**config.mk**
```make
export PLATFORM = sky130hd
export DESIGN_NAME = mem_arbiter
export DESIGN_NICKNAME = d
export VERILOG_FILES = /design/src/rtl/mem_ctrl_pkg.sv /design/src/rtl/mem_arb_pick.sv /design/src/rtl/mem_arbiter.sv
export SDC_FILE = /design/constraint.sdc
export NUM_CORES = 1
export LEC_CHECK = 0
export BUFFER_PORTS_ARGS = -buffer_cell sky130_fd_sc_hd__buf_2
export CAP_MARGIN = 20
export CORE_AREA = 5 5 201 203
export DETAILED_ROUTE_END_ITERATION = 16
export DIE_AREA = 0 0 206 208
export PLACE_DENSITY = 0.52
export REMOVE_ABC_BUFFERS = 1
export SLEW_MARGIN = 30
export SYNTH_ARGS = -nofsm -noshare
export SYNTH_HDL_FRONTEND = slang
export SYNTH_SLANG_ARGS = --single-unit
```
**constraint.sdc**
```tcl
create_clock -name clk -period 2.05 [get_ports clk]
set_input_delay 0.205 -clock clk [delete_from_list [all_inputs] [get_ports clk]]
set_output_delay 0.205 -clock clk [all_outputs]
set_load 0.03 [all_outputs]
```
**src/rtl/mem_ctrl_pkg.sv**
```systemverilog
// Shared types and constants for the main-memory arbiter.
package mem_ctrl_pkg;

    typedef enum logic [1:0] {
        IDLE   = 2'd0,
        ACCESS = 2'd1,
        RESP   = 2'd2
    } state_e;

    localparam logic       PORT_F    = 1'b0;
    localparam logic       PORT_D    = 1'b1;
    localparam int         MEM_DEPTH = 32;
    localparam logic [2:0] SUP_DWORD = 3'b011;

    // Full-width range check: any set upper bit lands out of range.
    function automatic logic addr_oob(input logic [63:0] addr, input int depth);
        return (addr >= 64'(depth));
    endfunction

endpackage

```
**src/rtl/mem_arb_pick.sv**
```systemverilog
// Fixed D-over-F priority with a streak counter that forces F after MAX_STREAK D wins.
module mem_arb_pick #(
    parameter int MAX_STREAK = 3
) (
    input  logic clk,
    input  logic rst_n,
    input  logic f_req,
    input  logic d_req,
    input  logic grant_en,
    output logic grant_f,
    output logic grant_d
);

    localparam int SW = $clog2(MAX_STREAK + 1);

    logic [SW-1:0] streak_q;
    logic [SW-1:0] streak_d;
    logic          force_f_s;

    assign force_f_s = f_req && (streak_q == SW'(MAX_STREAK));

    // Winner selection, only while the FSM is idle.
    always_comb begin
        grant_f = 1'b0;
        grant_d = 1'b0;
        if (grant_en) begin
            grant_d = d_req && !force_f_s;
            grant_f = f_req && !grant_d;
        end else begin
            grant_f = 1'b0;
            grant_d = 1'b0;
        end
    end

    // Streak update: clear on F grant or absent F, saturating count of D wins over a waiting F.
    always_comb begin
        streak_d = streak_q;
        if (!grant_en) begin
            streak_d = streak_q;
        end else if (grant_f || !f_req) begin
            streak_d = '0;
        end else if (grant_d && (streak_q != SW'(MAX_STREAK))) begin
            streak_d = streak_q + SW'(1);
        end else begin
            streak_d = streak_q;
        end
    end

    // Streak register.
    always_ff @(posedge clk or negedge rst_n) begin
        if (!rst_n) begin
            streak_q <= '0;
        end else begin
            streak_q <= streak_d;
        end
    end

endmodule

```
**src/rtl/mem_arbiter.sv**
```systemverilog
// Two-port (fetch / load-store) sequencer for the single-port main memory.
// Optional grant/stall counters are enabled by defining MEM_ARB_PERF_CNT_EN.
module mem_arbiter
    import mem_ctrl_pkg::*;
#(
    parameter int DEPTH      = MEM_DEPTH,
    parameter int MAX_STREAK = 3
) (
    input  logic        clk,
    input  logic        rst_n,
    input  logic        f_req,
    input  logic [63:0] f_addr,
    output logic        f_ack,
    output logic [63:0] f_rdata,
    output logic        f_err,
    input  logic        d_req,
    input  logic        d_we,
    input  logic [2:0]  d_sup,
    input  logic [63:0] d_addr,
    input  logic [63:0] d_wdata,
    output logic        d_ack,
    output logic [63:0] d_rdata,
    output logic        d_err,
    output logic        mem_read,
    output logic        mem_write,
    output logic [2:0]  mem_sup,
    output logic [63:0] mem_addr,
    output logic [63:0] mem_wdata,
    input  logic [63:0] mem_rdata
`ifdef MEM_ARB_PERF_CNT_EN
    ,
    output logic [31:0] f_grant_cnt,
    output logic [31:0] d_grant_cnt,
    output logic [31:0] stall_cnt
`endif
);

    state_e      state_q, state_d;
    logic        win_q, win_d, we_q, we_d, err_q, err_d;
    logic        mem_read_q, mem_read_d, mem_write_q, mem_write_d;
    logic [2:0]  mem_sup_q, mem_sup_d;
    logic [63:0] mem_addr_q, mem_addr_d, mem_wdata_q, mem_wdata_d;
    logic        f_ack_q, f_ack_d, d_ack_q, d_ack_d;
    logic        f_err_q, f_err_d, d_err_q, d_err_d;
    logic        grant_f_s, grant_d_s, grant_en_s;
    logic [63:0] sel_addr_s;
    logic        sel_we_s, oob_s;

    assign grant_en_s = (state_q == IDLE);
    assign sel_addr_s = grant_d_s ? d_addr : f_addr;
    assign sel_we_s   = grant_d_s & d_we;
    assign oob_s      = addr_oob(sel_addr_s, DEPTH);

    mem_arb_pick #(
        .MAX_STREAK (MAX_STREAK)
    ) u_pick (
        .clk      (clk),
        .rst_n    (rst_n),
        .f_req    (f_req),
        .d_req    (d_req),
        .grant_en (grant_en_s),
        .grant_f  (grant_f_s),
        .grant_d  (grant_d_s)
    );

    // State register.
    always_ff @(posedge clk or negedge rst_n) begin
        if (!rst_n) begin
            state_q <= IDLE;
        end else begin
            state_q <= state_d;
        end
    end

    // Next state; out-of-range requests skip the memory cycle.
    always_comb begin
        state_d = state_q;
        case (state_q)
            IDLE: begin
                if (grant_f_s || grant_d_s) begin
                    state_d = oob_s ? RESP : ACCESS;
                end else begin
                    state_d = IDLE;
                end
            end
            ACCESS:  state_d = RESP;
            RESP:    state_d = IDLE;
            default: state_d = IDLE;
        endcase
    end

    // Output next-values: latch the winner in IDLE, pulse ack/err on entry to RESP.
    always_comb begin
        win_d       = win_q;
        we_d        = we_q;
        err_d       = err_q;
        mem_addr_d  = mem_addr_q;
        mem_sup_d   = mem_sup_q;
        mem_wdata_d = mem_wdata_q;
        mem_read_d  = 1'b0;
        mem_write_d = 1'b0;
        case (state_q)
            IDLE: begin
                if (grant_f_s || grant_d_s) begin
                    win_d       = grant_d_s ? PORT_D : PORT_F;
                    we_d        = sel_we_s;
                    err_d       = oob_s;
                    mem_addr_d  = sel_addr_s;
                    mem_sup_d   = grant_d_s ? d_sup : SUP_DWORD;
                    mem_wdata_d = grant_d_s ? d_wdata : 64'h0;
                    mem_read_d  = !oob_s && !sel_we_s;
                    mem_write_d = !oob_s && sel_we_s;
                end else begin
                    mem_read_d  = 1'b0;
                    mem_write_d = 1'b0;
                end
            end
            ACCESS:  mem_read_d = 1'b0;
            RESP:    mem_read_d = 1'b0;
            default: mem_read_d = 1'b0;
        endcase
        f_ack_d = (state_d == RESP) && (win_d == PORT_F);
        d_ack_d = (state_d == RESP) && (win_d == PORT_D);
        f_err_d = f_ack_d && err_d;
        d_err_d = d_ack_d && err_d;
    end

    // Output and latched-transaction registers.
    always_ff @(posedge clk or negedge rst_n) begin
        if (!rst_n) begin
            win_q       <= PORT_F;
            we_q        <= 1'b0;
            err_q       <= 1'b0;
            mem_read_q  <= 1'b0;
            mem_write_q <= 1'b0;
            mem_sup_q   <= 3'b000;
            mem_addr_q  <= 64'h0;
            mem_wdata_q <= 64'h0;
            f_ack_q     <= 1'b0;
            d_ack_q     <= 1'b0;
            f_err_q     <= 1'b0;
            d_err_q     <= 1'b0;
        end else begin
            win_q       <= win_d;
            we_q        <= we_d;
            err_q       <= err_d;
            mem_read_q  <= mem_read_d;
            mem_write_q <= mem_write_d;
            mem_sup_q   <= mem_sup_d;
            mem_addr_q  <= mem_addr_d;
            mem_wdata_q <= mem_wdata_d;
            f_ack_q     <= f_ack_d;
            d_ack_q     <= d_ack_d;
            f_err_q     <= f_err_d;
            d_err_q     <= d_err_d;
        end
    end

    // Memory read data arrives in RESP, so it is steered straight through to the winner.
    always_comb begin
        f_rdata = 64'h0;
        d_rdata = 64'h0;
        if (f_ack_q && !we_q && !err_q) begin
            f_rdata = mem_rdata;
        end else begin
            f_rdata = 64'h0;
        end
        if (d_ack_q && !we_q && !err_q) begin
            d_rdata = mem_rdata;
        end else begin
            d_rdata = 64'h0;
        end
    end

    assign f_ack     = f_ack_q;
    assign d_ack     = d_ack_q;
    assign f_err     = f_err_q;
    assign d_err     = d_err_q;
    assign mem_read  = mem_read_q;
    assign mem_write = mem_write_q;
    assign mem_sup   = mem_sup_q;
    assign mem_addr  = mem_addr_q;
    assign mem_wdata = mem_wdata_q;

`ifdef MEM_ARB_PERF_CNT_EN
    logic [31:0] f_grant_cnt_q, d_grant_cnt_q, stall_cnt_q;

    // Free-running wrap-around performance counters.
    always_ff @(posedge clk or negedge rst_n) begin
        if (!rst_n) begin
            f_grant_cnt_q <= 32'h0;
            d_grant_cnt_q <= 32'h0;
            stall_cnt_q   <= 32'h0;
        end else begin
            if (grant_f_s) f_grant_cnt_q <= f_grant_cnt_q + 32'd1;
            if (grant_d_s) d_grant_cnt_q <= d_grant_cnt_q + 32'd1;
            if ((f_req && !f_ack_q) || (d_req && !d_ack_q)) stall_cnt_q <= stall_cnt_q + 32'd1;
        end
    end

    assign f_grant_cnt = f_grant_cnt_q;
    assign d_grant_cnt = d_grant_cnt_q;
    assign stall_cnt   = stall_cnt_q;
`endif

endmodule

```
## Word-level counts from Yosys, hierarchy flattened

Cells that the tools add are included.
W data, S select, Z words.

- Output and inout port bits: 265
- Register bits: 144
- Logic and storage cells: 70

- Magnitude comparators: 1
- Equality and inequality tests: 4
- Muxes and demuxes: 21
- Bitwise operators: 2
- Add/subtract/negate cells: 1
- Reductions and logical operators: 27

Operators with widths:

| operator | number |
|---|---|
| $mux W64 | 4 |
| $ge A64 B6 Y1 const B | 1 |
| $logic_and A1 B1 Y1 | 14 |
| $mux W1 | 11 |
| $mux W2 | 4 |
| $logic_not A1 Y1 | 7 |
| $eq A2 B2 Y1 const B | 2 |
| $pmux W2 S2 | 1 |
| $reduce_and A2 Y1 | 2 |
| $mux W3 | 1 |
| $add A2 B1 Y2 const B | 1 |
| $eq A2 B1 Y1 const B | 1 |
| $logic_not A2 Y1 | 1 |
| $logic_or A1 B1 Y1 | 2 |
| $ne A2 B2 Y1 const B | 1 |
| $reduce_bool A2 Y1 | 1 |
| $and A1 B1 Y1 | 1 |
| $not A1 Y1 | 1 |

## Logic depth before layout (Yosys ltp)

- Depth in word-level cells: 13
- Depth in mapped cells: 8

## Cells and area by module

A second synthesis with hierarchy kept.

- Cell total of the unflattened synthesis: 665
- Area total of the unflattened synthesis: 6906.6 µm²

Modules (own cells, without submodules):

| module | instances | cells an instance | area each (µm²) | seq. area each (µm²) |
|---|---|---|---|---|
| mem_arbiter | 1 | 652 | 6790.3 | 3553.4 |
| mem_arb_pick | 1 | 13 | 116.4 | 50.0 |

## Least setup slack after synthesis

Ideal clock, no wire load.

- Path type: reg2reg
- Start point: register state_q[0]
- End point: register err_q
- Stages on the path, launching flop included: 8
- Library setup time: 0.124 ns
- Clock period less this slack: 1.847 ns
- Buffers on the path: 2
- Arrival: 1.723 ns
- Path slack: 0.203 ns
- Cell sequence: dfrtp_1 -> buf_2 -> nor2_4 -> and3_4 -> buf_4 -> nand3_1 -> o31a_4 -> o31a_1

- Word-level cells in the longest chain between the ends: 6

RTL lines:

| element | line | text |
|---|---|---|
| from (decl) | mem_arbiter.sv:38 | `state_e state_q, state_d;` |
| from (signal assigned) | mem_arbiter.sv:71 | `state_q <= state_d;` |
| $logic_not A2 Y1 * | mem_arbiter.sv:49, mem_arbiter.sv:102 |  |
| $mux W1 | mem_arb_pick.sv:26 | `if (grant_en) begin` |
| $mux W64 | mem_arbiter.sv:50 | `assign sel_addr_s = grant_d_s ? d_addr : f_addr;` |
| $ge A64 B6 Y1 | mem_ctrl_pkg.sv:17 | `return (addr >= 64'(depth));` |
| $mux W1 | mem_arbiter.sv:104 | `if (grant_f_s \|\| grant_d_s) begin` |
| $mux W1 * | mem_arbiter.sv:102 | `case (state_q)` |
| via err_d | mem_arbiter.sv:39 | `logic win_q, win_d, we_q, we_d, err_q, err_d;` |
| to (signal assigned) | mem_arbiter.sv:146 | `err_q <= err_d;` |
| to (decl) | mem_arbiter.sv:39 |  |

Mark *: on every way through the listed nets, which the timed path passes. The rest lies on a longest branch.
A chain may end at the register's enable or synchronous reset.

## Worst setup path in the final report

- Start point: register we_q
- End point: output port f_rdata[44]

- Word-level cells in the longest chain between the ends: 4

RTL lines:

| element | line | text |
|---|---|---|
| from (decl) | mem_arbiter.sv:39 |  |
| from (signal assigned) | mem_arbiter.sv:145 | `we_q <= we_d;` |
| $logic_not A1 Y1 | mem_arbiter.sv:163 | `if (f_ack_q && !we_q && !err_q) begin` |
| $logic_and A1 B1 Y1 (2 in a row) | mem_arbiter.sv:163 |  |
| $mux W64 | mem_arbiter.sv:163 |  |
| to (decl) | mem_arbiter.sv:14 | `output logic [63:0] f_rdata,` |

No other way between the ends.

==> summary.md <==
| Metric | Value |
|---|---|
| Die span in x | 206 µm |
| Hold Vio Cnt, Final | 0 |
| Static leakage | between 0.007 and 0.008 µW |
| First DRT Iteration DRCs | 577 |
| Pins over their slew limit | 0 |
| Clock Pin Slew Worst Setup and Hold Paths | 0.06 ns |
| CP dominant cell by count | buf_6 |
| Vias post-DR | 8550 |
| Yosys top cell by area | dfrtp_1 |
| Seq/Total Area, Yosys | 49.90% |
| Status | finished clean |
| Worst min-delay path category | in -> reg |
| Top post-synthesis cells by area | dfrtp_1 50%, and2_1 11%, nand2_1 11% |
| Crit path max fanout | 16 |
| CTS Buf Count | 17 |
| Die area | 0.04285 mm² |
| Clk sink count | ~140 |
| Data arrival, critical path | 1.79 ns |
| CTS Buffer Depth | 2 |
| Total wire length | 39.31 mm |
| Post-synth EDFFs | 0 |
| Period utilisation layout | 97.20% |
| Yosys cell types | 30 |
| Crit path cell chain | nor3b_4 -> buf_6 -> buf_16 -> and2_4 -> buf_6 |
| CTS tree | built |
| HPWL Detailed | 28.87 mm |
| DRC violations left | 0 |
| CP top delay family | buffers and inverters |
| CTS H-tree depth | 4 |
| Row count | 72 |
| Post-synth ARST share | 100.0% |
| Crit path time final | between 1.5 and 2 ns |
| Synth Flop Type | dfrtp_1 |
| Clock Root Buffer | clkbuf_16 |
| Port-buffer cells | around 530 |
| Setup TNS Final | 0 ns |
| Worst skew pair latency | 0.44 ns |
| Slowest stage cell, crit path | dfrtp_2 |
| Core area | 0.03829 mm² |
| Layout cells sized above 1 | approximately 44% |
| Initial Util | 18.86% |
| Largest net degree at the start of global routing | 72 |
| Top-Level Pins | 529 |
| Count of filler cells inserted in the layout | 3989 |
| Crit end category | primary output |
| Worst path max stage delay | 0.44 ns |
| Max Freq | 0.5019 GHz |
| Final Util | 34.63% |
| Detail Route Antenna Nets | 0 |
| Routed WL per cell | 19.65 µm |
| Overflow after GRT | 0 |
| # setup viols final | 0 |
| Slew HR | 66.69% |
| Top cell type's share of synthesized area | about half |
| First-pass GRT wire length | 55.33 mm |
| Post-Syn Area | 0.007221 mm² |
| Number of global-route vias before repair | 8854 |
| Yosys reg bits | 144 |
| Syn avg cell area | 8.914 µm² |
| RSZ-0062 raised after global routing | true |
| Worst Clk Skew | approximately 0.0078 ns |
| Peak supply drop | 596.9 µV |
| Synth cell count leaders | 210 x nand2_1, 144 x dfrtp_1, 129 x and2_1, 71 x o21ai_0, 69 x nand3_1 |
| Synthesis Warnings | 0 |
| Worst-margin pin slew | 0.4951 ns |
| Data required, critical path | 1.85 ns |
| Detailed Routing Iterations Pass 1 | 5 |
| Post-synthesis instance total | 810 |
| Initial antenna violation count | 15 |
| Die Y-Extent | about 210 µm |
| GR Util All Layers | around 17% |
| Area growth, synth to finish | 83.63% |
| # Max-Cap Violations | 0 |
| DR vias/cell | 4.275 |
| Nets@finish | 1726 |
| Routability cong. | 0.8313 |
| Crit start category | register |
| Critical path class | reg -> out |
| Pwr dens | ~740 mW/mm² |
| Most frequent cell after synthesis | nand2_1 |
| Buf/Inv on CP | 3 |
## routing by layer
layer  part of all wire [%]  GRT usage (%)  routed length, µm  vias up
met5                   0.11              0                 44        -
met4                    4.3          7.503               1680        6
met3                    7.2          4.703               2820       73
met2                     52          30.59              20280      385
met1                     37          18.84              14480     4063
li1                       -              -                  -     4023
## worst paths after layout
check	from	end	slack, ns	cells after the start
worst max-delay path	we_q	f_rdata[44]	0.06	5
worst min-delay path	d_addr[52]	mem_addr[52]	0.04	3
worst max register to register	u_pick.streak_q[0]	state_q[1]	0.10	6
worst min register to register	mem_wdata[54]	mem_wdata[54]	0.49	2
max in group asynchronous	rst_n	mem_wdata[10]	1.14	3
min in group asynchronous	rst_n	mem_wdata[33]	0.24	2
## state kept, by name, summed over array words and instances (netlist names), 2 cells and up
signal / cells
mem_addr: 64
mem_wdata: 64
mem_sup: 3
state_q: 2
u_pick.streak_q: 2
## area by class of cell
class | instances | area [µm²] | share of cell area, %
repair buffers | 688 | 4807 | 36.26
flip-flops and latches | 144 | 3608 | 27.22
multi-input cells | 609 | 3566 | 26.89
well taps | 518 | 648.1 | 4.888
clock buffers | 19 | 442.9 | 3.341
clock inverters | 13 | 162.7 | 1.227
diodes | 8 | 20.02 | 0.1510
inverters | 1 | 3.754 | 0.02831
## where the power goes
group / switching (µW) / internal, µW / total, µW
clock network: 1310 / 1950 / 3250
logic: 1920 / 1030 / 2950
registers: 264 / 3290 / 3560
## per-stage QoR
stage	instances	power [µW]	setup slack [ns]	hold WS, ns	cell area (µm²)
global placement	1820	6302	-0.1713	0.1348	10570
finish	2000	9760	0.05743	0.03510	13260
floorplan	754	5149	-2.071	-0.09059	6989
global route	1999	10290	-0.05358	0.006826	13260
detailed placement	1820	6331	-0.1614	0.1324	10570
CTS	1986	9908	-0.0004624	0.0005434	12880
## cells by family (layout without fill, tap and decap cells)
kind of cell	Yosys count	after routing	synth area share [%]
flip-flops	144	144	49.90
multiplexers	64	64	8.872
adder cells (fa/ha/maj)	1	1	0.1733
AO/OA/AOI/OAI	81	81	6.047
AND/OR/NAND/NOR	463	463	31.74
buffers and inverters	57	721	3.258
other	0	8	0
## layout by cell type, fill, tap and decap left out, drive strengths merged, types with 2 or more instances in the layout
| master | instances |
|---|---|
| buf | 555 |
| nand2 | 210 |
| dfrtp | 144 |
| dlygate4sd3 | 129 |
| and2 | 129 |
| o21ai | 71 |
| nand3 | 69 |
| mux2i | 64 |
| nor4 | 26 |
| clkbuf | 22 |
| diode | 8 |
| nor2 | 8 |
| nand4 | 6 |
| clkinv | 6 |
| nor3 | 5 |
| a21oi | 3 |
| clkinvlp | 3 |
| bufinv | 3 |
| o31a | 3 |
| or3 | 2 |
| nor3b | 2 |
| o21a | 2 |
| or4 | 2 |
| inv | 2 |
## worst min-delay path, stage by stage
cell	delay, ns
buf_2	0.12
nand2_1	0.05
o21ai_0	0.06
## repair_timing
| item | 4_1_cts | 5_1_grt |
|---|---|---|
| setup endpoints to repair | 20 | 138 |
| hold buffers | 129 | 0 |
| endpoints found under the hold margin | 158 | 0 |
| buffers inserted | 2 | 2 |
| gates cloned | 3 | 4 |
| resized for setup | 110 | 85 |
| pin swaps | 2 | 25 |
Power figures use the tool's default switching activity.
